[src/rtl/tracking_pkg.sv]
// Shared types for the tracking controller: FSM states and coordinate width.
package tracking_pkg;

   localparam int COORD_W = 12;

   typedef logic [COORD_W-1:0] coord_t;

   typedef enum logic [2:0] {
      IDLE,
      ARM,
      STREAM,
      WAIT_RES,
      RESYNC
   } trk_state_t;

endpackage

[src/rtl/tracking_ctrl_if.sv]
// Pixel/result link between the tracking controller and the object tracker core.
interface tracking_ctrl_if;
   import tracking_pkg::*;

   logic   trk_wr_en;
   logic   trk_rst_n;
   logic   trk_full;
   logic   trk_valid;
   coord_t trk_center_x;
   coord_t trk_center_y;
   coord_t trk_width;
   coord_t trk_height;

   modport master (
      output trk_wr_en, trk_rst_n,
      input  trk_full, trk_valid, trk_center_x, trk_center_y, trk_width, trk_height
   );

   modport slave (
      input  trk_wr_en, trk_rst_n,
      output trk_full, trk_valid, trk_center_x, trk_center_y, trk_width, trk_height
   );

endinterface

[src/rtl/track_qualifier.sv]
// Accept/reject streak tracking that turns per-frame verdicts into lock and lost flags.
module track_qualifier #(
   parameter int LOCK_FRAMES = 3,
   parameter int LOST_FRAMES = 8
) (
   input  logic clock_50,
   input  logic reset,
   input  logic accept,
   input  logic reject,
   output logic lock,
   output logic lost
);

   localparam int AW = $clog2(LOCK_FRAMES + 1);
   localparam int RW = $clog2(LOST_FRAMES + 1);

   logic [AW-1:0] acc_q, acc_d;
   logic [RW-1:0] rej_q, rej_d;

   function automatic logic [AW-1:0] sat_acc(input logic [AW-1:0] v);
      return (v >= AW'(LOCK_FRAMES)) ? AW'(LOCK_FRAMES) : v + AW'(1);
   endfunction

   function automatic logic [RW-1:0] sat_rej(input logic [RW-1:0] v);
      return (v >= RW'(LOST_FRAMES)) ? RW'(LOST_FRAMES) : v + RW'(1);
   endfunction

   always_comb begin
      acc_d = sat_acc(acc_q);
      rej_d = sat_rej(rej_q);
   end

   always_ff @(posedge clock_50) begin
      if (!reset) begin
         acc_q <= '0;
         rej_q <= '0;
         lock  <= 1'b0;
         lost  <= 1'b0;
      end else if (accept) begin
         acc_q <= acc_d;
         rej_q <= '0;
         lock  <= (acc_d == AW'(LOCK_FRAMES));
         lost  <= 1'b0;
      end else if (reject) begin
         rej_q <= rej_d;
         acc_q <= '0;
         lock  <= 1'b0;
         lost  <= (rej_d == RW'(LOST_FRAMES));
      end
   end

endmodule

[src/rtl/tracking_ctrl.sv]
// Frame-level controller: gates camera pixels into the tracker, waits for its box,
// qualifies the result and resynchronises the tracker on overflow or short frames.
module tracking_ctrl
   import tracking_pkg::*;
#(
   parameter int WIDTH          = 640,
   parameter int HEIGHT         = 480,
   parameter int TIMEOUT_CYCLES = 8192,
   parameter int MIN_SIZE       = 4,
   parameter int LOCK_FRAMES    = 3,
   parameter int LOST_FRAMES    = 8,
   parameter int RST_CYCLES     = 4
) (
   input  logic            clock_50,
   input  logic            reset,
   input  logic            enable,
   input  logic            frame_start,
   input  logic            pix_valid,
   tracking_ctrl_if.master trk,
   output coord_t          obj_x,
   output coord_t          obj_y,
   output coord_t          obj_w,
   output coord_t          obj_h,
   output logic            obj_upd,
   output logic            lock,
   output logic            lost,
   output logic            busy,
   output logic [7:0]      drop_cnt
);

   localparam logic [18:0] FRAME_LAST = 19'(WIDTH * HEIGHT - 1);
   localparam int TO_W = $clog2(TIMEOUT_CYCLES + 1);
   localparam int RC_W = $clog2(RST_CYCLES + 1);

   trk_state_t      state_q, state_d;
   logic [18:0]     pix_cnt_q;
   logic [TO_W-1:0] wait_cnt_q;
   logic [RC_W-1:0] rst_cnt_q;
   logic            rst_done_q;

   logic overflow, short_frame, frame_done;
   logic res_good, res_accept, res_reject;

   function automatic logic [7:0] sat_inc8(input logic [7:0] v);
      return (v == 8'hFF) ? v : v + 8'd1;
   endfunction

   // Overflow outranks an early vsync, which outranks normal frame completion.
   always_comb begin
      overflow    = (state_q == STREAM) && pix_valid && trk.trk_full;
      short_frame = (state_q == STREAM) && frame_start && !overflow;
      frame_done  = (state_q == STREAM) && pix_valid && !overflow && !frame_start
                    && (pix_cnt_q == FRAME_LAST);
      res_good    = (trk.trk_width >= coord_t'(MIN_SIZE)) && (trk.trk_height >= coord_t'(MIN_SIZE));
      res_accept  = (state_q == WAIT_RES) && trk.trk_valid && res_good;
      res_reject  = (state_q == WAIT_RES)
                    && ((trk.trk_valid && !res_good)
                        || (!trk.trk_valid && (wait_cnt_q == TO_W'(TIMEOUT_CYCLES - 1))));
   end

   always_comb begin
      state_d = state_q;
      case (state_q)
         IDLE:     if (enable) state_d = ARM;
         ARM: begin
            if (!enable)          state_d = IDLE;
            else if (frame_start) state_d = STREAM;
         end
         STREAM: begin
            if (overflow || short_frame) state_d = RESYNC;
            else if (frame_done)         state_d = WAIT_RES;
         end
         WAIT_RES: if (res_accept || res_reject) state_d = enable ? ARM : IDLE;
         RESYNC:   if (rst_cnt_q == RC_W'(RST_CYCLES - 1)) state_d = ARM;
         default:  state_d = IDLE;
      endcase
   end

   // Tracker reset stays low for the cycle after a controller reset as well as in RESYNC.
   always_comb begin
      trk.trk_wr_en = 1'b0;
      trk.trk_rst_n = rst_done_q;
      busy          = 1'b0;
      case (state_q)
         STREAM: begin
            trk.trk_wr_en = pix_valid;
            busy          = 1'b1;
         end
         WAIT_RES: busy = 1'b1;
         RESYNC: begin
            trk.trk_rst_n = 1'b0;
            busy          = 1'b1;
         end
         default: ;
      endcase
   end

   always_ff @(posedge clock_50) begin
      if (!reset) begin
         state_q    <= IDLE;
         pix_cnt_q  <= '0;
         wait_cnt_q <= '0;
         rst_cnt_q  <= '0;
         rst_done_q <= 1'b0;
         drop_cnt   <= '0;
      end else begin
         state_q    <= state_d;
         rst_done_q <= 1'b1;
         pix_cnt_q  <= (state_q == STREAM && state_d == STREAM) ? pix_cnt_q + 19'(pix_valid) : '0;
         wait_cnt_q <= (state_q == WAIT_RES && state_d == WAIT_RES) ? wait_cnt_q + TO_W'(1) : '0;
         rst_cnt_q  <= (state_q == RESYNC && state_d == RESYNC) ? rst_cnt_q + RC_W'(1) : '0;
         if (overflow || short_frame) drop_cnt <= sat_inc8(drop_cnt);
      end
   end

   always_ff @(posedge clock_50) begin
      if (!reset) begin
         obj_x   <= '0;
         obj_y   <= '0;
         obj_w   <= '0;
         obj_h   <= '0;
         obj_upd <= 1'b0;
      end else begin
         obj_upd <= res_accept;
         if (res_accept) begin
            obj_x <= trk.trk_center_x;
            obj_y <= trk.trk_center_y;
            obj_w <= trk.trk_width;
            obj_h <= trk.trk_height;
         end
      end
   end

   track_qualifier #(
      .LOCK_FRAMES(LOCK_FRAMES),
      .LOST_FRAMES(LOST_FRAMES)
   ) u_qualifier (
      .clock_50(clock_50),
      .reset   (reset),
      .accept  (res_accept),
      .reject  (res_reject),
      .lock    (lock),
      .lost    (lost)
   );

endmodule

[src/flat_wrapper.sv]
// flat-port wrapper written by rule: the top's interface ports become plain ports
module tracking_ctrl_flat import tracking_pkg::*;
#(
   parameter int WIDTH          = 640,
   parameter int HEIGHT         = 480,
   parameter int TIMEOUT_CYCLES = 8192,
   parameter int MIN_SIZE       = 4,
   parameter int LOCK_FRAMES    = 3,
   parameter int LOST_FRAMES    = 8,
   parameter int RST_CYCLES     = 4
)
  (clock_50, reset, enable, frame_start, pix_valid, obj_x, obj_y, obj_w, obj_h, obj_upd, lock, lost, busy, drop_cnt, trk_trk_wr_en, trk_trk_rst_n, trk_trk_full, trk_trk_valid, trk_trk_center_x, trk_trk_center_y, trk_trk_width, trk_trk_height);
  tracking_ctrl_if trk_i ();
  input  logic clock_50;
  input  logic reset;
  input  logic enable;
  input  logic frame_start;
  input  logic pix_valid;
  output coord_t obj_x;
  output coord_t obj_y;
  output coord_t obj_w;
  output coord_t obj_h;
  output logic obj_upd;
  output logic lock;
  output logic lost;
  output logic busy;
  output logic [7:0] drop_cnt;
  output wire logic [$bits(trk_i.trk_wr_en)-1:0] trk_trk_wr_en;
  output wire logic [$bits(trk_i.trk_rst_n)-1:0] trk_trk_rst_n;
  input wire logic [$bits(trk_i.trk_full)-1:0] trk_trk_full;
  input wire logic [$bits(trk_i.trk_valid)-1:0] trk_trk_valid;
  input wire logic [$bits(trk_i.trk_center_x)-1:0] trk_trk_center_x;
  input wire logic [$bits(trk_i.trk_center_y)-1:0] trk_trk_center_y;
  input wire logic [$bits(trk_i.trk_width)-1:0] trk_trk_width;
  input wire logic [$bits(trk_i.trk_height)-1:0] trk_trk_height;
  assign trk_trk_wr_en = trk_i.trk_wr_en;
  assign trk_trk_rst_n = trk_i.trk_rst_n;
  assign trk_i.trk_full = trk_trk_full;
  assign trk_i.trk_valid = trk_trk_valid;
  assign trk_i.trk_center_x = trk_trk_center_x;
  assign trk_i.trk_center_y = trk_trk_center_y;
  assign trk_i.trk_width = trk_trk_width;
  assign trk_i.trk_height = trk_trk_height;
  tracking_ctrl #(.WIDTH(WIDTH), .HEIGHT(HEIGHT), .TIMEOUT_CYCLES(TIMEOUT_CYCLES), .MIN_SIZE(MIN_SIZE), .LOCK_FRAMES(LOCK_FRAMES), .LOST_FRAMES(LOST_FRAMES), .RST_CYCLES(RST_CYCLES)) u_core (.clock_50(clock_50), .reset(reset), .enable(enable), .frame_start(frame_start), .pix_valid(pix_valid), .trk(trk_i), .obj_x(obj_x), .obj_y(obj_y), .obj_w(obj_w), .obj_h(obj_h), .obj_upd(obj_upd), .lock(lock), .lost(lost), .busy(busy), .drop_cnt(drop_cnt));
endmodule
[config.mk]
export PLATFORM = sky130hd
export DESIGN_NAME = tracking_ctrl_flat
export DESIGN_NICKNAME = d
export VERILOG_FILES = /design/src/rtl/tracking_pkg.sv /design/src/rtl/tracking_ctrl_if.sv /design/src/rtl/track_qualifier.sv /design/src/rtl/tracking_ctrl.sv /design/src/flat_wrapper.sv
export SDC_FILE = /design/constraint.sdc
export NUM_CORES = 1
export LEC_CHECK = 0
export ABC_AREA = 1
export BUFFER_PORTS_ARGS = -buffer_cell sky130_fd_sc_hd__buf_4
export CORE_MARGIN = 2
export CORE_UTILIZATION = 48
export CTS_BUF_LIST = sky130_fd_sc_hd__clkbuf_16
export DETAILED_ROUTE_END_ITERATION = 10
export MAX_ROUTING_LAYER = met4
export PLACE_DENSITY = 0.78
export SYNTH_ARGS = -nofsm -noshare
export SYNTH_HDL_FRONTEND = slang
export SYNTH_SLANG_ARGS = --single-unit
[constraint.sdc]
create_clock -name clock_50 -period 1.8 [get_ports clock_50]
set_input_delay 0.36 -clock clock_50 [delete_from_list [all_inputs] [get_ports clock_50]]
set_output_delay 0.36 -clock clock_50 [all_outputs]
set_load 0.01 [all_outputs]
==> run_results.csv, run 1 <==
group,metric,value,unit
floorplanning,initial_utilization,49.3,%
yosys,synth_warnings,0,
power_and_ir_drop,power_frac_seq,52.8,%
layout,nets,801,
min_path,min_path_type,"in -> reg",
grt,grt.met2_usage,35.3,%
floorplanning,io_pins,117,
timing,min_period_over_period,93.1,%
detailed_routing,drc,0,
clock_tree,cts_tree,"done",
layout,utilization,65.0,%
clock_tree,cts-root-buf,"clkbuf_16",
yosys,seq_area_frac_synth,46.4,%
critical_path,worst-path-buf-inv,2,
placed_design,place_area,5640,µm²
power_and_ir_drop,p_int,0.00341,W
critical_path,crit_chain,"ha_2, ha_1, inv_1, nor2_2, nand2_2, nor2_4, nand2_2, nor2_1, xor2_1, inv_1, nor2_4",
clock_tree,clock_path_buffers,2,
status,status,"complete, no violations",
timing,finalHoldViolCount,0,
detailed_routing,vias,4126,
yosys,syn-num-nets,663,
grt,grt_pass1_vias,3870,
detailed_routing,first_pass_iters,5,
critical_path,rrSetupSlack,120,ps
power_and_ir_drop,p_switching,0.00100,W
clock_tree,htree_levels,3,
grt,top_usage_layer,"met2",
critical_path,critPathKind,"reg -> reg",
clock_tree,postCtsSetupRepairBufs,0,
critical_path,slowest_delay,330,ps
power_and_ir_drop,p_clk_share,42.3,%
detailed_routing,drt-total-wl,10.4,mm
critical_path,worstPathRequired,2080,ps
detailed_routing,drtAntennaViolNets,0,
placed_design,gp_congestion,0.906,
clock_tree,cts.clk_slew.worst_paths,80,ps
floorplanning,die_h,101,µm
placed_design,port_buffers,116,
yosys,yosysTopAreaCellShare,46.4,%
power_and_ir_drop,total_power,0.00442,W
power_and_ir_drop,swShare,22.7,%
yosys,avgSynthCellArea,7.55,µm²
grt,antenna_found_initial,0,
layout,syn2layout_area_growth,32.1,%
layout,n_antenna_cell,0,
timing,worst_pin_slew,397,ps
layout,final_cell_mix,"nand2_1, buf_4, dfxtp_1, nor2_1, inv_1",
timing,slew_headroom,73.5,%
critical_path,cp-start-kind,"flip-flop",
yosys,yosysUniqueCellTypes,34,
floorplanning,row_count,35,
yosys,netlist_area,4530,µm²
grt,grt_pass1_wl,16.8,mm
power_and_ir_drop,max-vdd-ir-drop,0.395,mV
detailed_routing,vias_per_cell,4.83,
grt,grt_max_degree,40,
clock_tree,clock_latency,340,ps
job,drv_cap,0,
floorplanning,die_area,10200,µm²
clock_tree,cts.sinks,105,
grt,grt_overflow,0,
timing,fin_worst_skew,10.6,ps
yosys,ys_seq_elements,105,
power_and_ir_drop,p_leak,2.78,nW
critical_path,slowest_stage,"dfxtp_1",
placed_design,dpl.cell_count,835,
clock_tree,cts-buffers-inserted,9,
power_and_ir_drop,pwr_density_cell,738,nW/µm²
layout,final_cells,854,
timing,rsz0062_at_grt,"no",
floorplanning,core_area,9200,µm²
critical_path,crit_arrival,1960,ps
grt,use_met3,3.73,%
timing,finalSetupViolCount,0,
layout,layout-drive-gt1-share,26.5,%
detailed_routing,post_drt_wl_per_cell,12.2,µm
placed_design,dp_hpwl,7.49,mm
power_and_ir_drop,pwr-share-comb,4.8,%
critical_path,path_max_fanout,3,
grt,use_met1,24.9,%
layout,design_area,5980,µm²
detailed_routing,drtIter0Drc,140,
timing,fmax,0.597,GHz
grt,grt.total_usage,20.8,%
critical_path,cp-end-kind,"flip-flop",
floorplanning,die_x,101,µm
yosys,yosysTopAreaCell,"dfxtp_1",
yosys,netlist_instances,600,
layout,final_common_cell,"nand2_1",
yosys,synthTopCellsByArea,"dfxtp_1, nand2_1, nor2_1",
timing,fin_crit,1680,ps
timing,drv_slew,0,
critical_path,critPathTopFamily,"simple AND/OR/NAND/NOR gates",
[area by class of cell]
cell class,count,area [µm²]
clock buffers,9,225
clock inverters,7,66.3
fillers,774,3210
inverters,56,210
multi-input cells,429,2190
flip-flops and latches,105,2100
well taps,111,139
repair buffers,137,1050
[synthesized netlist by cell type, drive strengths merged]
| cell type | number |
|---|---|
| a21oi | 14 |
| dfxtp | 105 |
| o2111ai | 1 |
| ha | 8 |
| or2 | 1 |
| nand3 | 22 |
| a21o | 1 |
| nor3b | 3 |
| a41oi | 1 |
| nor2 | 89 |
| nand2 | 232 |
| xnor2 | 11 |
| nand4 | 10 |
| o31ai | 1 |
| inv | 55 |
| buf | 13 |
| xor2 | 16 |
| o21bai | 1 |
| o21ai | 5 |
| clkinv | 1 |
| nor3 | 10 |
[flip-flops by register name, summed over array words and instances, names as in the netlist]
| register | count |
|---|---|
| u_core.drop_cnt | 8 |
| u_core.obj_h | 12 |
| u_core.obj_upd | 1 |
| u_core.obj_w | 12 |
| u_core.obj_x | 12 |
| u_core.obj_y | 12 |
| u_core.pix_cnt_q | 19 |
| u_core.rst_cnt_q | 3 |
| u_core.rst_done_q | 1 |
| u_core.state_q | 3 |
| u_core.u_qualifier.acc_q | 2 |
| u_core.u_qualifier.lock | 1 |
| u_core.u_qualifier.lost | 1 |
| u_core.u_qualifier.rej_q | 4 |
| u_core.wait_cnt_q | 14 |
[worst register-to-register path: stages, from the launching register on]
cell     delay (ps)
dfxtp_1         330
ha_2            180
ha_1            160
inv_1            50
nor2_2          130
nand2_2         100
nor2_4          110
nand2_2          80
nor2_1          140
xor2_1          150
inv_1            80
nor2_4           90
[path summary, 6_finish.rpt]
| path | from | depth (start not counted) | end |
|---|---|---|---|
| hold reg to reg | u_core.rst_cnt_q[0] | 1 | u_core.rst_cnt_q[0] |
| hold / removal | trk_trk_height[1] | 3 | u_core.obj_h[1] |
| setup / recovery | u_core.pix_cnt_q[0] | 11 | u_core.pix_cnt_q[14] |
| setup reg to reg | u_core.pix_cnt_q[0] | 11 | u_core.pix_cnt_q[14] |
[timing repair]
action | CTS | global route
hold buffers | 0 | 0
hold endpoints to repair | 0 | 0
resized for setup | 1 | 7
pin swaps | 0 | 3
endpoints found under the setup margin | 50 | 55
cloned | 1 | 2
[per-layer routing]
layer	up-vias	wire length (µm)
li1	2128	-
met1	1874	4520
met2	104	5290
met3	20	413
met4	0	219
met5	-	0
[cell families (layout without fill, tap and decap cells)]
family / after synthesis / after routing / synth area share, %
AO/OA/AOI/OAI: 24 / 24 / 2.98
XOR/XNOR: 27 / 27 / 5.22
adder cells (fa/ha/maj): 8 / 8 / 2.21
buffers and inverters: 69 / 209 / 6.63
flip-flops: 105 / 105 / 46.4
AND/OR/NAND/NOR: 367 / 370 / 36.5
[power groups by stage]
stage	sequential, W	clock, W	combinational, W
6_report	0.00233	0.00187	0.000214
3_3_place_gp	0.00239	0	0.000205
4_1_cts	0.00233	0.00191	0.000212
5_1_grt	0.00233	0.00203	0.000233
2_1_floorplan	0.00239	0	0.0000669
3_5_place_dp	0.00239	0	0.000210
[per-stage QoR]
step	setup TNS, ps	hold WS, ps	setup slack [ps]
floorplan	0	388	84.6
global placement	-4250	406	-125
detailed placement	-6360	411	-166
CTS	0	196	70.3
global route	0	199	4.51
finish	0	203	125
No activity file was read; power rests on OpenSTA's default activity.
==> run 2: changes to the inputs <==
--- a/config.mk
+++ b/config.mk
@@ -6,13 +6,14 @@
 export NUM_CORES = 1
 export LEC_CHECK = 0
 export ABC_AREA = 1
-export BUFFER_PORTS_ARGS = -buffer_cell sky130_fd_sc_hd__buf_4
+export BUFFER_PORTS_ARGS = -buffer_cell sky130_fd_sc_hd__buf_2
 export CORE_MARGIN = 2
 export CORE_UTILIZATION = 48
 export CTS_BUF_LIST = sky130_fd_sc_hd__clkbuf_16
 export DETAILED_ROUTE_END_ITERATION = 10
 export MAX_ROUTING_LAYER = met4
 export PLACE_DENSITY = 0.78
+export SETUP_SLACK_MARGIN = 0.15
 export SYNTH_ARGS = -nofsm -noshare
 export SYNTH_HDL_FRONTEND = slang
 export SYNTH_SLANG_ARGS = --single-unit
==> run_results.csv, run 2 (synthesized netlist as in run 1, its figures left out) <==
group,metric,value,unit
status,status,"complete, no violations",
power_and_ir_drop,total_power,0.00435,W
timing,finalHoldViolCount,0,
floorplanning,core_area,9200,µm²
detailed_routing,post_drt_wl_per_cell,12.5,µm
timing,slew_headroom,62.7,%
power_and_ir_drop,p_clk_share,42.0,%
grt,grt_max_degree,36,
clock_tree,cts.clk_slew.worst_paths,70,ps
detailed_routing,vias_per_cell,4.92,
critical_path,critPathTopFamily,"simple AND/OR/NAND/NOR gates",
floorplanning,die_h,101,µm
grt,grt_pass1_wl,16.7,mm
critical_path,critPathKind,"reg -> reg",
placed_design,dp_hpwl,7.30,mm
critical_path,slowest_delay,350,ps
floorplanning,io_pins,117,
floorplanning,initial_utilization,49.3,%
placed_design,gp_congestion,0.854,
detailed_routing,vias,4240,
timing,min_period_over_period,89.6,%
timing,fmax,0.620,GHz
clock_tree,cts_hold_buf,0,
clock_tree,cts-root-buf,"clkbuf_16",
min_path,min_path_type,"in -> reg",
critical_path,worstPathRequired,2080,ps
layout,top_register,"u_core.pix_cnt_q",
critical_path,cp-end-kind,"flip-flop",
layout,layout-drive-gt1-share,30.1,%
critical_path,slowest_stage,"dfxtp_2",
timing,finalSetupViolCount,0,
critical_path,cp-start-kind,"flip-flop",
job,drv_cap,0,
floorplanning,die_area,10200,µm²
layout,final_common_cell,"nand2_1",
placed_design,port_buffers,116,
layout,fill_cells,774,
timing,fin_crit,1610,ps
critical_path,path_max_fanout,5,
layout,largest_register_ffs,19,
layout,n_antenna_cell,0,
grt,antenna_found_initial,0,
grt,grt_overflow,0,
clock_tree,htree_levels,3,
critical_path,cp_common_cell,"nand2_4",
critical_path,crit_arrival,1890,ps
power_and_ir_drop,pwr_density_cell,733,nW/µm²
floorplanning,die_x,101,µm
layout,nets,809,
layout,syn2layout_area_growth,30.9,%
power_and_ir_drop,pwr-share-comb,4.4,%
detailed_routing,first_pass_iters,4,
detailed_routing,drtAntennaViolNets,0,
detailed_routing,drtIter0Drc,158,
power_and_ir_drop,max-vdd-ir-drop,0.505,mV
power_and_ir_drop,p_leak,2.80,nW
floorplanning,row_count,35,
timing,worst_pin_slew,559,ps
clock_tree,cts_tree,"done",
detailed_routing,drt-total-wl,10.7,mm
power_and_ir_drop,swShare,22.5,%
clock_tree,clock_path_buffers,2,
clock_tree,cts.sinks,105,
detailed_routing,drc,0,
grt,grt_pass1_vias,3877,
timing,drv_slew,0,
layout,top_regs,"u_core.pix_cnt_q x19, u_core.wait_cnt_q x14",
power_and_ir_drop,p_int,0.00337,W
timing,rsz0062_at_grt,"yes",
layout,final_cells,861,
timing,fin_worst_skew,11.0,ps
grt,grt.total_usage,20.5,%
power_and_ir_drop,p_switching,0.000980,W
placed_design,dpl.cell_count,834,
critical_path,worst-path-buf-inv,1,
clock_tree,cts-buffers-inserted,9,
power_and_ir_drop,power_frac_seq,53.7,%
layout,final_cell_mix,"nand2_1, buf_2, dfxtp_1, nor2_1, inv_1",
critical_path,crit_chain,"ha_4, nand2_4, nor2_4, nand2_4, nor2_8, nand2_4, nand3_4, nand4_4, clkbuf_16, nor2_1",
clock_tree,clock_latency,340,ps
run 2: cell types whose count changed in the layout (fill, tap and decap cells not counted), moves of 3 or more:
| cell | delta |
|---|---|
| inv_1 | -3 |
| dfxtp_1 | -6 |
| buf_4 | -114 |
| buf_2 | +116 |
| nor2_1 | -10 |
| dfxtp_2 | +6 |
| nor2_4 | +5 |
| nor2_2 | +5 |
| ha_4 | +3 |
run 2: worst paths after layout:
path                                       endpoint  slack (ps)            startpoint  cells past startpoint
worst max-delay path            u_core.pix_cnt_q[7]         190  u_core.wait_cnt_q[1]                     10
worst min-delay path                u_core.obj_x[6]         210   trk_trk_center_x[6]                      3
worst max register to register  u_core.pix_cnt_q[7]         190  u_core.wait_cnt_q[1]                     10
worst min register to register  u_core.rst_cnt_q[0]         420   u_core.rst_cnt_q[0]                      1
run 2: worst register-to-register path: stages, from the launching register on:
cell and delay, ps:
dfxtp_2 350, ha_4 150, nand2_4 60, nor2_4 140
nand2_4 80, nor2_8 130, nand2_4 80, nand3_4 70
nand4_4 180, clkbuf_16 230, nor2_1 80
run 2: repair_timing:
item	in CTS	in global routing
gates resized for setup	8	31
pin swaps	4	10
setup endpoints to repair	54	80
gates cloned	2	4
hold endpoints to repair	0	0
buffers inserted	1	5
run 2: stage by stage:
step	hold WS [ps]	setup slack [ps]	util (%)	cell area [µm²]	setup TNS, ps
final	211	187	64.5	5930	0
after global routing	203	93.7	64.5	5930	0
after CTS	204	155	61.9	5690	0
after detailed placement	416	-154	58.4	5370	-5840
after global placement	406	-115	58.4	5370	-3990
after floorplan	388	170	-	4540	0
run 2: layout make-up:
cell class / count / area, µm² / area share (%)
repair buffers: 145 / 891 / 15.0
well taps: 111 / 139 / 2.34
clock inverters: 6 / 52.6 / 0.886
multi-input cells: 429 / 2300 / 38.8
flip-flops and latches: 105 / 2110 / 35.6
clock buffers: 9 / 225 / 3.80
inverters: 56 / 210 / 3.54
run 2: power groups by stage:
stage	Sequential, W	Combinational (W)	Clock [W]
after floorplan	0.00239	0.0000669	0
after global placement	0.00239	0.000176	0
after detailed placement	0.00239	0.000178	0
after CTS	0.00233	0.000182	0.00187
after global routing	0.00233	0.000209	0.00198
final	0.00233	0.000190	0.00182
run 2: per-layer routing:
| metal | GRT usage (%) | vias up | wire length, µm | share of wire [%] |
|---|---|---|---|---|
| li1 | - | 2150 | - | - |
| met1 | 24.6 | 1951 | 4630 | 43 |
| met2 | 33.7 | 111 | 5430 | 51 |
| met3 | 3.86 | 28 | 415 | 3.9 |
| met4 | 8.73 | 0 | 268 | 2.5 |
| met5 | - | - | 0 | 0 |
